File: config.mk
export PLATFORM = sky130hd
export DESIGN_NAME = if_id_fetch_stage_flat
export DESIGN_NICKNAME = d
export VERILOG_FILES = /design/src/rtl/if_id_fetch_stage_if.sv /design/src/rtl/if_id_fetch_stage.sv /design/src/flat_wrapper.sv
export SDC_FILE = /design/constraint.sdc
export NUM_CORES = 1
export LEC_CHECK = 0
export ABC_AREA = 1
export CAP_MARGIN = 20
export CORE_ASPECT_RATIO = 1.5
export CORE_MARGIN = 3
export CORE_UTILIZATION = 52
export CTS_BUF_LIST = sky130_fd_sc_hd__clkbuf_8
export DETAILED_ROUTE_END_ITERATION = 10
export GPL_TIMING_DRIVEN = 0
export PLACE_DENSITY = 0.87
export REMOVE_ABC_BUFFERS = 1
export SYNTH_ARGS = -nofsm -noshare
export SYNTH_HDL_FRONTEND = slang
export SYNTH_SLANG_ARGS = --single-unit
export TNS_END_PERCENT = 100
File: constraint.sdc
create_clock -name clk -period 6.9 [get_ports clk]
set_input_delay 1.725 -clock clk [delete_from_list [all_inputs] [get_ports clk]]
set_output_delay 1.725 -clock clk [all_outputs]
set_load 0.05 [all_outputs]
File: src/rtl/if_id_fetch_stage_if.sv
// Instruction-memory bus between the fetch stage and instruction memory.
//
// Signals:
//   imem_addr   fetch address (fetch stage -> memory)
//   imem_req    fetch request (fetch stage -> memory)
//   imem_rdata  instruction word, valid while imem_ready=1 (memory -> fetch stage)
//   imem_ready  memory has data for imem_addr this cycle (memory -> fetch stage)
//
// Modports:
//   master  the fetch stage side
//   slave   the instruction memory side
interface if_id_fetch_stage_if;
  logic [31:0] imem_addr;
  logic        imem_req;
  logic [31:0] imem_rdata;
  logic        imem_ready;

  modport master (
    output imem_addr,
    output imem_req,
    input  imem_rdata,
    input  imem_ready
  );

  modport slave (
    input  imem_addr,
    input  imem_req,
    output imem_rdata,
    output imem_ready
  );
endinterface

File: src/rtl/if_id_fetch_stage.sv
// Front end of the 5-stage pipeline: owns the PC register and the IF/ID
// pipeline register. Honours the hazard unit's stall controls and the
// EX-stage branch flush, inserts NOP bubbles on flush or memory wait, and
// keeps saturating stall/flush performance counters.
//
// Ports:
//   clk            system clock, all state updates on rising edge
//   rst_n          synchronous active-low reset
//   pc_write       from hazard unit; 0 = hold PC
//   IF_ID_write    from hazard unit; 0 = hold IF/ID register
//   flush          branch/jump taken in EX; redirect and squash
//   branch_target  redirect address, used when flush=1 (low two bits ignored)
//   imem           instruction-memory bus (master side)
//   IF_ID_pc       PC of the instruction held in IF/ID
//   IF_ID_instr    instruction held in IF/ID
//   IF_ID_valid    1 = real instruction, 0 = bubble
//   stall_count    cycles held by hazard stall (saturating)
//   flush_count    number of flushes taken (saturating)
module if_id_fetch_stage #(
  parameter logic [31:0] RESET_PC  = 32'h0000_0000,
  parameter logic [31:0] NOP_INSTR = 32'h0000_0013,
  parameter int          CNT_W     = 16
) (
  input  logic                 clk,
  input  logic                 rst_n,
  input  logic                 pc_write,
  input  logic                 IF_ID_write,
  input  logic                 flush,
  input  logic [31:0]          branch_target,
  if_id_fetch_stage_if.master  imem,
  output logic [31:0]          IF_ID_pc,
  output logic [31:0]          IF_ID_instr,
  output logic                 IF_ID_valid,
  output logic [CNT_W-1:0]     stall_count,
  output logic [CNT_W-1:0]     flush_count
);

  // What the stage does at the next rising edge, in priority order.
  typedef enum logic [1:0] {
    ACT_FETCH,
    ACT_WAIT,
    ACT_STALL,
    ACT_FLUSH
  } action_t;

  // Only the word-aligned part of the PC is stored, so the low two address
  // bits are zero by construction and pc+4 wraps naturally at 32 bits.
  logic [31:2] pc_q;
  logic        req_q;
  logic        stall;
  action_t     action;
  logic        unused_target_bits;

  assign unused_target_bits = ^branch_target[1:0];

  assign imem.imem_addr = {pc_q, 2'b00};
  assign imem.imem_req  = req_q;

  // Either hazard control going low freezes the whole stage, so PC and IF/ID
  // always move together and no instruction is duplicated or dropped.
  assign stall = ~pc_write | ~IF_ID_write;

  // While the request register is still low (first cycle out of reset) the
  // memory handshake is not consulted and a normal fetch is taken.
  always_comb begin
    action = ACT_FETCH;
    if (flush) begin
      action = ACT_FLUSH;
    end else if (stall) begin
      action = ACT_STALL;
    end else if (req_q && !imem.imem_ready) begin
      action = ACT_WAIT;
    end
  end

  always_ff @(posedge clk) begin
    if (!rst_n) begin
      pc_q        <= RESET_PC[31:2];
      req_q       <= 1'b0;
      IF_ID_pc    <= 32'h0;
      IF_ID_instr <= NOP_INSTR;
      IF_ID_valid <= 1'b0;
      stall_count <= '0;
      flush_count <= '0;
    end else begin
      req_q <= 1'b1;
      case (action)
        ACT_FLUSH: begin
          pc_q        <= branch_target[31:2];
          IF_ID_pc    <= 32'h0;
          IF_ID_instr <= NOP_INSTR;
          IF_ID_valid <= 1'b0;
          if (flush_count != '1) begin
            flush_count <= flush_count + CNT_W'(1);
          end
        end
        ACT_STALL: begin
          if (stall_count != '1) begin
            stall_count <= stall_count + CNT_W'(1);
          end
        end
        ACT_WAIT: begin
          IF_ID_pc    <= 32'h0;
          IF_ID_instr <= NOP_INSTR;
          IF_ID_valid <= 1'b0;
        end
        default: begin
          IF_ID_pc    <= {pc_q, 2'b00};
          IF_ID_instr <= imem.imem_rdata;
          IF_ID_valid <= 1'b1;
          pc_q        <= pc_q + 30'd1;
        end
      endcase
    end
  end

endmodule

File: src/flat_wrapper.sv
// flat-port wrapper written by rule: the top's interface ports become plain ports
module if_id_fetch_stage_flat 
#(
  parameter logic [31:0] RESET_PC  = 32'h0000_0000,
  parameter logic [31:0] NOP_INSTR = 32'h0000_0013,
  parameter int          CNT_W     = 16
)
  (clk, rst_n, pc_write, IF_ID_write, flush, branch_target, IF_ID_pc, IF_ID_instr, IF_ID_valid, stall_count, flush_count, imem_imem_addr, imem_imem_req, imem_imem_rdata, imem_imem_ready);
  if_id_fetch_stage_if imem_i ();
  input  logic clk;
  input  logic rst_n;
  input  logic pc_write;
  input  logic IF_ID_write;
  input  logic flush;
  input  logic [31:0] branch_target;
  output logic [31:0] IF_ID_pc;
  output logic [31:0] IF_ID_instr;
  output logic IF_ID_valid;
  output logic [CNT_W-1:0] stall_count;
  output logic [CNT_W-1:0] flush_count;
  output wire logic [$bits(imem_i.imem_addr)-1:0] imem_imem_addr;
  output wire logic [$bits(imem_i.imem_req)-1:0] imem_imem_req;
  input wire logic [$bits(imem_i.imem_rdata)-1:0] imem_imem_rdata;
  input wire logic [$bits(imem_i.imem_ready)-1:0] imem_imem_ready;
  assign imem_imem_addr = imem_i.imem_addr;
  assign imem_imem_req = imem_i.imem_req;
  assign imem_i.imem_rdata = imem_imem_rdata;
  assign imem_i.imem_ready = imem_imem_ready;
  if_id_fetch_stage #(.RESET_PC(RESET_PC), .NOP_INSTR(NOP_INSTR), .CNT_W(CNT_W)) u_core (.clk(clk), .rst_n(rst_n), .pc_write(pc_write), .IF_ID_write(IF_ID_write), .flush(flush), .branch_target(branch_target), .imem(imem_i), .IF_ID_pc(IF_ID_pc), .IF_ID_instr(IF_ID_instr), .IF_ID_valid(IF_ID_valid), .stall_count(stall_count), .flush_count(flush_count));
endmodule
# --- After elaboration in Yosys (flattened, before gate mapping) ---
# Index checks and enable logic that the tools add are counted.
# W data, S select, Z words.
totals:
  ff_bits: 128
  latchBits: 0
  ramBits: 0
  romBits: 0
  out_inout_bits: 130
  wordCells: 32
  n_memories: 0
classes:
  add_sub_neg: 3
  n_mul: 0
  n_div: 0
  n_lt_le_gt_ge: 0
  eq_ne: 5
  n_shift: 0
  n_mux: 8
  n_bitwise: 3
  n_reduce_logical: 6
op_table:
  columns: ["cell", "n"]
  rows:
  - ["$pmux W32 S2", 2]
  - ["$pmux W30 S2", 1]
  - ["$add A16 B1 Y16 const B", 2]
  - ["$ne A16 B16 Y1 const B", 2]
  - ["$add A30 B1 Y30 const B", 1]
  - ["$eq A2 B2 Y1 const B", 2]
  - ["$mux W2", 2]
  - ["$reduce_and A2 Y1", 2]
  - ["$reduce_or A2 Y1", 2]
  - ["$eq A2 B1 Y1 const B", 1]
  - ["$mux W1", 2]
  - ["$not A1 Y1", 2]
  - ["$pmux W1 S2", 1]
  - ["$logic_and A1 B1 Y1", 1]
  - ["$logic_not A1 Y1", 1]
  - ["$or A1 B1 Y1", 1]

# --- Longest topological paths before layout ---
logic_depth:
  word_depth: 8
  mapped_depth: 14

# --- Least setup slack after synthesis ---
# No wires, ideal clock.
synth_timing:
  kind: "input to register"
  startpoint: "input imem_imem_ready"
  endpoint: "register u_core.pc_q[2] (netlist bit)"
  arrival_time_ns: 3.383
  setup_slack_ns: 3.422
  path_stages: 11
  path_cell_list: "inv_1 nand4_1 and2_1 buf_2 clkbuf_1 ha_1 buf_2 clkinv_1 clkbuf_1 a21oi_1 a221oi_1"
synth_between:
  elab_chain_cells: 8
  word_cells_on_any_way: 10
  classes_between: "3 x eq/ne; 4 x mux; 3 x reduce/logical"
synth_lines:
  columns: ["item", "line", "source"]
  rows:
  - ["start, declared", "flat_wrapper.sv:24", "input wire logic [$bits(imem_i.imem_ready)-1:0] imem_imem_ready;"]
  - ["$logic_not A1 Y1 *", "if_id_fetch_stage.sv:71", "end else if (req_q && !imem.imem_ready) begin"]
  - ["$logic_and A1 B1 Y1 *", "if_id_fetch_stage.sv:71", null]
  - ["$mux W1 *", "if_id_fetch_stage.sv:71", null]
  - ["$mux W2 *", "if_id_fetch_stage.sv:69", "end else if (stall) begin"]
  - ["$mux W2 *", "if_id_fetch_stage.sv:67", "if (flush) begin"]
  - ["$eq A2 B1 Y1 / $eq A2 B2 Y1 (equally long branches)", "if_id_fetch_stage.sv:87", "case (action)"]
  - ["$reduce_or A2 Y1 (no source line)", null, null]
  - ["$pmux W30 S2", "if_id_fetch_stage.sv:87", null]
  - ["end signal, assigned", "if_id_fetch_stage.sv:78", "pc_q <= RESET_PC[31:2];"]
  - ["end signal, assigned", "if_id_fetch_stage.sv:89", "pc_q <= branch_target[31:2];"]
  - ["end signal, assigned", "if_id_fetch_stage.sv:111", "pc_q <= pc_q + 30'd1;"]
  - ["end, declared", "if_id_fetch_stage.sv:48", "logic [31:2] pc_q;"]
# Every way passes the cells marked *; elsewhere a longest branch is shown, timed or not.
# A chain may end at the register's enable or synchronous reset.

# --- Worst setup path in the final report ---
layout_timing:
  startpoint: "input imem_imem_ready"
  endpoint: "register u_core.pc_q[8] (netlist bit)"
# The elaborated chain is that of the path after synthesis.

==> metrics.md <==
| Metric | Value |
|---|---|
| Outcome | finished clean |
| Slowest cell delay on critical path | 0.75 ns |
| Clock Pin Slew Worst Setup and Hold Paths | 0.07 ns |
| Synth Area in Simple Gates | 0.3559 |
| I/O pin total | 200 |
| GRT overflow | 0 |
| # hold bufs at CTS | 0 |
| Fin crit share | 0.6383 |
| Syn. warnings | 0 |
| Total Routed Length | 19000 um |
| Placed cells | 1251 |
| Avg Vias per Cell | 5.338 |
| Post-CTS Setup Inserts | 0 |
| Worst EP required | 7.20 ns |
| Yosys top cell by area | dfxtp_1 |
| Worst reg2reg path depth | 9 |
| RePlAce Congestion | 0.8643 |
| Max Cap Viol | 0 |
| Critical Path Start | imem_imem_ready |
| Reg area | 2522 um2 |
| Period minus WS final | 4.404 ns |
| Die width | 96.20 um |
| Synthesized flop and latch total | 126 |
| CTS resizes | 0 |
| Clock latency on the worst-skew pair | 0.43 ns |
| Commonest non-fill, non-tap cells in the layout | nand2_1 (281), clkdlybuf4s50_1 (193), dfxtp_1 (126), a21oi_1 (121), nand3_1 (112) |
| Slew Viols, Final | 0 |
| Actual slew at the worst max-slew pin | 0.9414 ns |
| Cell area power density | 216.8 nW/um2 |
| Die area | 13590 um2 |
| Vias | 6854 |
| CTS tree | built |
| Initial antenna violation count | 0 |
| Main combinational cell family by area after synthesis | simple AND/OR/NAND/NOR gates |
| Final count of negative-setup-slack endpoints | 0 |
| Worst Setup Start Kind | input pin |
| Overall routing resource usage | 0.2842 |
| Core area | 11710 um2 |
| Hold_ws | 0.4635 ns |
| Hold WC Path Type | reg -> reg |
| DR WL/cell | 14.80 um |
| Placed Area | 8324 um2 |
| Layout cells sized above 1 | 0.05556 |
| Nets | 1196 |
| CTS max path bufs | 2 |
| Number of diodes | 0 |
| Root Buffer | clkbuf_8 |
| Worst R2R End | u_core.pc_q[8] |
| Count of input and output buffers | 193 |
| Fraction of the mapped netlist area in adder cells | 0.009858 |
| Post-synthesis sequential area ratio | 0.3975 |
| Worst VDD drop | 156.3 uV |
| Crit-path cells | clkdlybuf4s50_1 > inv_1 > nand4_1 > and2_2 > buf_12 > inv_1 > ha_1 > inv_2 > nand3_1 > o22ai_1 > a211oi_1 |
| Final Hold Viols | 0 |
| RSZ-0062 raised after global routing | false |
| Post-synth EDFFs | 0 |
| Fin area | 8801 um2 |
| Post-synth top flop | dfxtp_1 |
| Starting Density | 0.5419 |
| Slowest-stage cell, CP | inv_2 |
| Worst setup path endpoint | u_core.pc_q[8] |
| Final HPWL DP | 13160 um |
| Largest net degree at the start of global routing | 88 |
| Worst clock skew | 0.01417 ns |
| Most common cell on crit path | inv_1 |
| Critical path class | in -> reg |
| CTS Buf Count | 17 |
| Synth area leaders | dfxtp_1 (40%), nand2_1 (17%), a21oi_1 (9.5%) |
| Reg2reg start | u_core.imem.imem_req |
| Iter 0 DRT Violations | 389 |
| TritonRoute pass-1 iters | 6 |
| Multi-input gate area | 3353 um2 |
| First-pass GRT wire length | 31050 um |
| Post-synthesis cell count | 955 |
| Synthesized cell area | 6346 um2 |
| Leakage | 0.002996 uW |
| Syn avg cell area | 6.645 um2 |
| DRC violations left | 0 |
| Xor and xnor area share after synthesis | 0.03174 |
| Yosys cell types | 39 |
| CTS Sinks | 126 |
| Die Height | 141.3 um |
| Finished Layout Cells | 1284 |
| Slew headroom | 0.3724 |
| CP Capture Type | flop |
| Max Fanout on Critical Path | 57 |
| Vias in the first global route | 6549 |
| Most common cell after layout, fill and taps aside | nand2_1 |
| Fillers | 952 |
| Fmax | 227.1 MHz |
| Design Power | 1908 uW |
| Crit path DAT | 4.70 ns |
| Setup slack, reg-to-reg | 3.96 ns |
| H-tree depth | 4 |
| Cell Rows | 48 |
| Synth Area in Compound Gates | 0.1280 |
| DRT antenna net count | 0 |
| P&R area growth vs syn | 38.68% |
| Share of the synthesized area in the top cell type | 0.3975 |
| FFs w/ async S/R, synth | 0 |
| Proportion of synthesized area in mux cells | 0 |
[where the power goes]
group | switching (uW) | internal (uW)
Sequential | 39.6 | 759
Combinational | 244 | 136
Clock | 305 | 425
Total | 588 | 1320
[state kept, by name (all words and copies together) (netlist names)]
signal                cells
u_core.IF_ID_instr       32
u_core.IF_ID_pc          30
u_core.IF_ID_valid        1
u_core.flush_count       16
u_core.imem.imem_req      1
u_core.pc_q              30
u_core.stall_count       16
[worst min path at each step]
stage,start,endpoint,slack [ns],cells past startpoint
2_1_floorplan,u_core.IF_ID_instr[5],u_core.IF_ID_instr[5],0.68,2
3_3_place_gp,u_core.IF_ID_instr[5],u_core.IF_ID_instr[5],0.45,2
3_5_place_dp,u_core.IF_ID_instr[5],u_core.IF_ID_instr[5],0.45,2
4_1_cts,u_core.IF_ID_instr[5],u_core.IF_ID_instr[5],0.46,2
5_1_grt,u_core.IF_ID_instr[26],u_core.IF_ID_instr[26],0.48,2
6_report,u_core.IF_ID_instr[7],u_core.IF_ID_instr[7],0.46,2
[synth_stat cells (all sizes together) (4+ instances only)]
library cell  instances
nand4                 5
a21oi               123
xnor2                10
ha                    5
clkbuf               36
dfxtp               126
o22ai                 4
inv                  60
nand3               114
xor2                 13
o21ai                20
buf                  18
nor3                 15
nor2                103
nand2               285
[area by class of cell]
class                           count  area share
Clock buffer                       20     0.03128
Clock inverter                     12     0.02061
Inverter                           61     0.02659
Multi-Input combinational cell    717      0.3810
Sequential cell                   126      0.2866
Tap cell                          150     0.02132
Timing Repair Buffer              198      0.2326
[metal layers]
| metal | vias up | global-route usage | wire length [um] |
|---|---|---|---|
| met1 | 3137 | 0.3112 | 7168 |
| met5 | - | 0 | 0 |
| met2 | 243 | 0.5075 | 9951 |
| met3 | 49 | 0.07162 | 1270 |
| li1 | 3425 | - | - |
| met4 | 0 | 0.1177 | 611 |
[critical path, delay by kind of cell]
family | cells | cell delay (ns)
adders and majority gates | 1 | 0.39
and+or+nand+nor | 3 | 0.71
buffers and inverters | 5 | 1.60
AOI/OAI and AO/OA | 2 | 0.26
[kinds of logic after synthesis]
group,count (synthesis)
adders and majority gates,5
buffers and inverters,115
and+or+nand+nor,530
DFF,126
AOI/OAI and AO/OA,155
xor gates and xnor gates,23
other,1
[stage by stage]
| stage | util | worst slack (ns) | setup TNS, ns |
|---|---|---|---|
| after global placement | 0.7021 | -1.268 | -75.39 |
| final | 0.7515 | 2.496 | 0 |
| after CTS | 0.7498 | 2.260 | 0 |
| after detailed placement | 0.7108 | 1.803 | 0 |
| after floorplan | - | 1.409 | 0 |
| after global routing | 0.7515 | 2.292 | 0 |
No activity file was read; power rests on OpenSTA's default activity.
